**src/rtl/cpu_types_pkg.sv**
```systemverilog
// Shared CPU types: word/register widths, write-back source encoding and the
// EX/MEM latch layout and state machine states.
package cpu_types_pkg;

    localparam int unsigned WORD_W = 32;
    localparam int unsigned REG_W  = 5;

    typedef logic [WORD_W-1:0] word_t;
    typedef logic [REG_W-1:0]  regbits_t;

    typedef enum logic [1:0] {
        REGSRC_ALU  = 2'd0,
        REGSRC_LOAD = 2'd1,
        REGSRC_NPC  = 2'd2,
        REGSRC_IMM  = 2'd3
    } regsrc_t;

    typedef enum logic [1:0] {
        IDLE   = 2'd0,
        REQ    = 2'd1,
        HALTED = 2'd2
    } exmem_state_t;

    typedef struct packed {
        logic     valid;
        word_t    aluout;
        word_t    storedata;
        word_t    npc;
        regbits_t wsel;
        logic     regen;
        regsrc_t  regsrc;
        logic     ren;
        logic     wen;
        logic     halt;
    } exmem_fields_t;

    // A bubble carries no side effects; the remaining fields are don't-care.
    localparam exmem_fields_t EXMEM_BUBBLE = '0;

    function automatic logic is_mem_op(input logic ren, input logic wen);
        return ren | wen;
    endfunction

endpackage

```
**src/rtl/pipeline_exmem.sv**
```systemverilog
// EX/MEM pipeline latch with data-cache handshake: holds the instruction
// leaving EX, drives one cache access per memory op and stalls until dhit.
module pipeline_exmem
    import cpu_types_pkg::*;
(
    input  logic        CLK,
    input  logic        nRST,
    input  logic        en,
    input  logic        flush,

    input  logic        ex_valid,
    input  logic [31:0] ex_aluout,
    input  logic [31:0] ex_storedata,
    input  logic [31:0] ex_npc,
    input  logic [4:0]  ex_wsel,
    input  logic        ex_regen,
    input  logic [1:0]  ex_regsrc,
    input  logic        ex_dmemREN,
    input  logic        ex_dmemWEN,
    input  logic        ex_halt,

    output logic        dmemREN,
    output logic        dmemWEN,
    output logic [31:0] dmemaddr,
    output logic [31:0] dmemstore,
    input  logic        dhit,
    input  logic [31:0] dmemload,

    output logic        mem_valid,
    output logic [4:0]  mem_wsel,
    output logic        mem_regen,
    output logic [1:0]  mem_regsrc,
    output logic [31:0] mem_aluout,
    output logic [31:0] mem_npc,
    output logic [31:0] mem_loaddata,
    output logic        mem_halt,
    output logic        mem_stall
);

    exmem_state_t  state_q, state_d;
    exmem_fields_t fields_q, fields_d;
    word_t         loaddata_q, loaddata_d;

    logic in_req;
    logic stall;
    logic capture;
    logic dispatch;
    logic rd_access;
    exmem_fields_t offered;

    assign in_req    = (state_q == REQ);
    assign stall     = in_req & ~dhit;
    assign capture   = en & ~stall & (state_q != HALTED);
    assign dispatch  = capture & ~flush & ex_valid;
    assign rd_access = fields_q.ren & ~fields_q.wen;

    always_comb begin
        offered           = EXMEM_BUBBLE;
        offered.valid     = ex_valid;
        offered.aluout    = ex_aluout;
        offered.storedata = ex_storedata;
        offered.npc       = ex_npc;
        offered.wsel      = ex_wsel;
        offered.regen     = ex_regen;
        offered.regsrc    = regsrc_t'(ex_regsrc);
        offered.ren       = ex_dmemREN;
        offered.wen       = ex_dmemWEN;
        offered.halt      = ex_halt;
    end

    always_comb begin
        fields_d = fields_q;
        if (capture) begin
            fields_d = flush ? EXMEM_BUBBLE : offered;
        end
    end

    always_comb begin
        loaddata_d = loaddata_q;
        if (in_req && dhit && rd_access) begin
            loaddata_d = dmemload;
        end
    end

    // A capture on the edge that completes an access dispatches the next
    // instruction directly, so back-to-back memory ops are not dropped.
    always_comb begin
        state_d = state_q;
        unique case (state_q)
            IDLE:    state_d = IDLE;
            REQ:     if (dhit) state_d = IDLE;
            HALTED:  state_d = HALTED;
            default: state_d = IDLE;
        endcase
        if (dispatch) begin
            if (ex_halt) begin
                state_d = HALTED;
            end else if (is_mem_op(ex_dmemREN, ex_dmemWEN)) begin
                state_d = REQ;
            end
        end
    end

    always_ff @(posedge CLK) begin
        if (nRST) begin
            state_q    <= IDLE;
            fields_q   <= EXMEM_BUBBLE;
            loaddata_q <= '0;
        end else begin
            state_q    <= state_d;
            fields_q   <= fields_d;
            loaddata_q <= loaddata_d;
        end
    end

    always_comb begin
        dmemREN      = in_req & rd_access;
        dmemWEN      = in_req & fields_q.wen;
        dmemaddr     = fields_q.aluout;
        dmemstore    = fields_q.storedata;

        mem_stall    = stall;
        mem_valid    = fields_q.valid & ~stall;
        mem_regen    = fields_q.regen & fields_q.valid & ~stall;
        mem_wsel     = fields_q.wsel;
        mem_regsrc   = fields_q.regsrc;
        mem_aluout   = fields_q.aluout;
        mem_npc      = fields_q.npc;
        mem_loaddata = (in_req && dhit) ? dmemload : loaddata_q;
        // HALTED is only entered by latching a halt, which then holds.
        mem_halt     = (state_q == HALTED) & fields_q.halt;
    end

endmodule

```
**config.mk**
```make
export PLATFORM = sky130hd
export DESIGN_NAME = pipeline_exmem
export DESIGN_NICKNAME = d
export VERILOG_FILES = /design/src/rtl/cpu_types_pkg.sv /design/src/rtl/pipeline_exmem.sv
export SDC_FILE = /design/constraint.sdc
export NUM_CORES = 1
export LEC_CHECK = 0
export BUFFER_PORTS_ARGS = -buffer_cell sky130_fd_sc_hd__buf_4
export CORE_MARGIN = 2
export CORE_UTILIZATION = 45
export DETAILED_ROUTE_END_ITERATION = 16
export MAX_ROUTING_LAYER = met4
export PLACE_DENSITY = 0.82
export SETUP_SLACK_MARGIN = 0.4
export SLEW_MARGIN = 20
export SYNTH_ARGS = -nofsm -noshare
export SYNTH_HDL_FRONTEND = slang
export SYNTH_SLANG_ARGS = --single-unit
```
**constraint.sdc**
```tcl
create_clock -name CLK -period 3.75 [get_ports CLK]
set_input_delay 0.1875 -clock CLK [delete_from_list [all_inputs] [get_ports CLK]]
set_output_delay 0.1875 -clock CLK [all_outputs]
set_load 0.02 [all_outputs]
```
==> results of run 1 <==
## logic make-up after synthesis
group	Yosys count	synth area share, %
muxes	80	10.6
and+or+nand+nor	293	24.0
buffers and inverters	229	18.9
DFF	142	36.0
AOI/OAI and AO/OA	95	10.5
## final cells by class
cell class                 instances  share of cell area, %
sequential                       142                   29.1
inverter                           3                  0.166
multi-input combinational        468                   36.6
clock inverter                    13                   1.45
timing repair buffer             327                   25.4
tap                              225                   2.88
clock buffer                      19                   4.43
## flip-flops by register name, indices dropped and copies added, names as in the netlist
name	count
loaddata_q	32
mem_wsel	5
dmemaddr	32
dmemstore	32
mem_regsrc	2
mem_npc	32
state_q	2
fields_q	5
## Yosys cell counts (all sizes together)
| cell type | count | area, um2 |
|---|---|---|
| and2 | 2 | 12.5 |
| nand3b | 17 | 128 |
| inv | 3 | 11.3 |
| mux2i | 48 | 480 |
| nor2 | 1 | 3.75 |
| nand2 | 81 | 304 |
| nor2b | 1 | 6.26 |
| nand2b | 2 | 12.5 |
| and3b | 1 | 8.76 |
| nor4bb | 1 | 10.0 |
| o31ai | 1 | 7.51 |
| dfxtp | 142 | 2840 |
| or4 | 1 | 7.51 |
| o311ai | 1 | 8.76 |
| nor3b | 1 | 7.51 |
| or3b | 92 | 808 |
| nand3 | 1 | 10.0 |
| o32ai | 1 | 8.76 |
| buf | 176 | 1290 |
| o22ai | 1 | 6.26 |
| clkbuf | 50 | 188 |
| and3 | 1 | 6.26 |
| nor4 | 91 | 569 |
| mux2 | 32 | 360 |
| a31o | 91 | 797 |
## routing by layer
layer  global-route usage, %  routed length, um
met4                    7.58                393
met1                    27.1               8750
met3                    5.97               1690
met5                       -                  0
met2                    34.1               9770
## power by group through the flow
stage	logic, uW	clock network, uW	registers, uW
4_1_cts	569	1690	1590
2_1_floorplan	399	0	1620
3_5_place_dp	568	0	1630
3_3_place_gp	564	0	1630
6_report	567	1650	1590
5_1_grt	608	1750	1600
## worst paths after layout
path,endpoint,slack (ps),start,cells after the start
min reg2reg,loaddata_q[19],460,loaddata_q[19],2
max,mem_stall,1400,state_q[0],3
max reg2reg,dmemaddr[18],1440,state_q[0],5
min,loaddata_q[9],30,dmemload[9],3
## worst register-to-register path, stage by stage, from the launching register on
cell,delay [ps]
dfxtp_1,430
or3b_4,460
inv_2,580
buf_12,380
nor4_1,120
a31o_2,250
## stage by stage
| step | area (um2) | power (uW) |
|---|---|---|
| finish | 9780 | 3820 |
| global route | 9780 | 3960 |
| CTS | 9780 | 3860 |
| detailed placement | 9200 | 2200 |
| global placement | 9200 | 2190 |
| floorplan | 7900 | 2020 |
==> impl_metrics.ini, run 1 <==
[global_route]
grtUsageTotal_pct = 21.8
antenna_found_initial = 0
grt_start_max_net_pins = 126
grt_pass1_wl_mm = 31.4
grt_pass1_vias = 5965
grt.overflow.total = 0

[detailed_routing]
vias_per_cell = 5.42
drt_iter0_drc = 354
vias = 6489
wl_per_cell_um = 17.2
wirelength_mm = 20.6
ant_nets = 0
drc_errors = 0
dr.pass1.iters = 4

[hold_path]
hp-class = in2reg

[cts]
tritoncts.num_buffers = 17
clk_pin_slew_worst_paths_ps = 60
cts_root_buffer = clkbuf_16
clock_latency_ps = 420
cts_tree = built
htree_levels = 4
cts_setup_buffers = 0
hold_buffers = 0
cts_sinks = 142
cts_resized = 0
clock_path_buffers = 2

[worst_setup_path]
required_ps = 3560
crit_type = reg2out
crit_path_max_fanout = 41
cp_data_arrival_time_ps = 2160
path_delay_family = buffers and inverters
startpoint_type = flop
crit_buf_inv = 2
slowest_stage = inv_2
crit_chain = or3b_4 -> inv_2 -> buf_4
cp-end-kind = output port
slowest_delay_ps = 580

[power_and_ir_drop]
power_switching_uw = 1000
p_per_area_mw_per_mm2 = 390
p_int_uw = 2820
netSwitchingFraction_pct = 26.2
combPwrFrac_pct = 14.9
pwr-share-seq_pct = 41.8
ir_drop_uv = 300
leakagePower_uw = 0.00424
power_frac_clock_pct = 43.4

[synthesis]
synth_area_mm2 = 0.00790
synth_cells = 839
yosysWarnings = 0
yosysUniqueCellTypes = 33
synth_nets = 984
ys_ff_latch = 142
seq_area_frac_synth_pct = 36.0
syn_avg_cell_area_um2 = 9.41

[run_status]
outcome = finished clean

[timing]
layout_min_cycle_time_ps = 2350
final_hold_viol_count = 0
worstMarginPinSlew_ps = 915
rsz0062_at_grt = false
whs_ps = 30.2
slew_violations = 0
relSlewSlack_pct = 39.0
period_share_pct = 62.7
fmax_ghz = 0.425
fin_ws_ps = 1400
fin_skew_ps = 5.45
finalSetupViolations = 0
setup_tns_ps = 0

[finish]
final_cell_mix = buf_4 (325), dfxtp_1 (142), nor4_1 (91)
final_core_util_pct = 56.7
area_delta_synth_final_pct = 23.8
multiInputGateArea_mm2 = 0.00358
layout.nets = 1104
fin_cells = 1197
drive_gt1_share_pct = 51.3
nFillCells = 1525
register_area_mm2 = 0.00284
n_antenna_cell = 0
final_common_cell = buf_4

[placed_design]
place.port_buffers = 317
dp_hpwl_mm = 13.2
gp_congestion = 0.756
place_ws_ps = 1470
dp_cells = 1165

[die]
num_rows = 48
die_h_um = 136
initial_utilization_pct = 45.8
io_pins = 318
die_area_mm2 = 0.0186
core_mm2 = 0.0172
die_w_um = 136

[run]
drv_cap = 0
(Power assumes the default switching activity.)
==> inputs of run 2 (changes only) <==
--- a/config.mk
+++ b/config.mk
@@ -7,10 +7,10 @@
 export LEC_CHECK = 0
 export BUFFER_PORTS_ARGS = -buffer_cell sky130_fd_sc_hd__buf_4
 export CORE_MARGIN = 2
-export CORE_UTILIZATION = 45
+export CORE_UTILIZATION = 44
 export DETAILED_ROUTE_END_ITERATION = 16
 export MAX_ROUTING_LAYER = met4
-export PLACE_DENSITY = 0.82
+export PLACE_DENSITY = 0.84
 export SETUP_SLACK_MARGIN = 0.4
 export SLEW_MARGIN = 20
 export SYNTH_ARGS = -nofsm -noshare
==> constraint.sdc (replaced) <==
create_clock -name CLK -period 2.1 [get_ports CLK]
set_input_delay 0.105 -clock CLK [delete_from_list [all_inputs] [get_ports CLK]]
set_output_delay 0.105 -clock CLK [all_outputs]
set_load 0.02 [all_outputs]
==> impl_metrics.ini, run 2 (synthesis results as in run 1) <==
[worst_setup_path]
worstReg2RegStart = state_q[1]
cp-end-kind = output port
critical_path.startpoint = state_q[1]
reg2regPathDepth = 7
reg2reg_slack_ps = 250
crit_path_max_fanout = 8
crit_type = reg2out
reg2reg_to = loaddata_q[25]
cp_data_arrival_time_ps = 1780
startpoint_type = flop
cp-endpoint = mem_loaddata[12]
required_ps = 2000

[cts]
cts_tree = built
htree_levels = 4
clock_path_buffers = 2
cts_root_buffer = clkbuf_16
tritoncts.num_buffers = 17
clk_pin_slew_worst_paths_ps = 60
clock_latency_ps = 420
cts_sinks = 142

[run]
drv_cap = 0

[timing]
final_hold_viol_count = 0
finalSetupViolations = 0
fin_skew_ps = 14.7
slew_violations = 0
fmax_ghz = 0.531
relSlewSlack_pct = 41.7
worstMarginPinSlew_ps = 875
setup_tns_ps = 0
rsz0062_at_grt = true
period_share_pct = 89.8
layout_min_cycle_time_ps = 1880

[hold_path]
hp-class = in2reg
hp-start = ex_valid

[die]
initial_utilization_pct = 45.3
num_rows = 48
die_area_mm2 = 0.0190
die_h_um = 138
core_mm2 = 0.0174
die_w_um = 138
io_pins = 318

[finish]
final_common_cell = buf_4
final_cell_mix = buf_4 (290), dfxtp_1 (140), or3b_2 (88)
drive_gt1_share_pct = 52.5
final_core_util_pct = 66.0
n_antenna_cell = 0
area_delta_synth_final_pct = 45.6
fin_cells = 1287
layout.nets = 1195

[global_route]
grtUsageTotal_pct = 27.1
grt_pass1_vias = 7193
grt_pass1_wl_mm = 38.5
antenna_found_initial = 0
grt.overflow.total = 0
grt_start_max_net_pins = 109

[run_status]
outcome = finished clean

[detailed_routing]
drc_errors = 0
vias_per_cell = 5.78
vias = 7444
wl_per_cell_um = 22.7
dr.pass1.iters = 5
wirelength_mm = 29.2
ant_nets = 0
drt_iter0_drc = 538

[placed_design]
gp_congestion = 0.776
dp_hpwl_mm = 14.2
dp_cells = 1170
place.port_buffers = 317

[power_and_ir_drop]
leakagePower_uw = 0.00497
p_per_area_mw_per_mm2 = 635
ir_drop_uv = 514
[run 2: changes by cell type in the layout (fill, tap and decap cells not counted), moves of 5 or more]
cell,change
mux2i_1,-6
buf_6,+43
nor4_2,+5
buf_4,-35
a31o_4,+6
buf_16,+10
buf_12,+9
dlygate4sd3_1,+48
nor4_1,-5
clkbuf_16,+11
a31o_2,-6
[run 2: stage by stage]
| step | setup slack, ps | hold WS (ps) | total power [uW] | cell area, um2 |
|---|---|---|---|---|
| finish | 215 | 20.9 | 7300 | 11500 |
| global route | 153 | 35.7 | 7540 | 11500 |
| CTS | 281 | 0.855 | 7200 | 10900 |
| detailed placement | 340 | 381 | 3960 | 9350 |
| global placement | 383 | 371 | 3940 | 9350 |
| floorplan | 624 | 247 | 3600 | 7900 |
[run 2: how the worst min path moves through the flow]
stage | to | slack [ps] | depth (start not counted)
2_1_floorplan | loaddata_q[0] | 250 | 2
3_3_place_gp | loaddata_q[4] | 370 | 3
3_5_place_dp | loaddata_q[26] | 380 | 3
4_1_cts | fields_q[107] | 0.9 | 3
5_1_grt | fields_q[107] | 40 | 3
6_report | fields_q[107] | 20 | 3
[run 2: timing repair]
item,in CTS,in global routing
pin swaps,5,37
cloned,8,14
hold endpoints to repair,50,0
buffers inserted,12,4
resized for setup,41,58
endpoints found under the setup margin,77,155
hold buffers,48,0
[run 2: area by class of cell]
cell class | count | area (um2)
sequential | 142 | 2850
tap | 225 | 282
fill | 1309 | 5920
clock inverter | 13 | 165
timing repair buffer | 418 | 4010
multi-input combinational | 468 | 3750
clock buffer | 18 | 429
inverter | 3 | 21.3
[run 2: power breakdown]
part	leakage [uW]	internal, uW	switching [uW]
registers	0.00116	2780	64.8
logic	0.00352	689	647
clock network	0.000290	1870	1240
[run 2: worst max-delay path, stage by stage (launching register included)]
cell       delay [ps]
dfxtp_4           350
nand3b_1          160
buf_6             160
clkbuf_16         160
mux2_2            390
buf_6             150
[run 2: routing by layer]
metal	vias up	GRT usage (%)	share of wire (%)
met1	3586	30.1	36
met5	-	-	0
met4	0	13.1	3.6
met2	429	44.2	51
li1	3336	-	-
met3	93	8.48	8.9
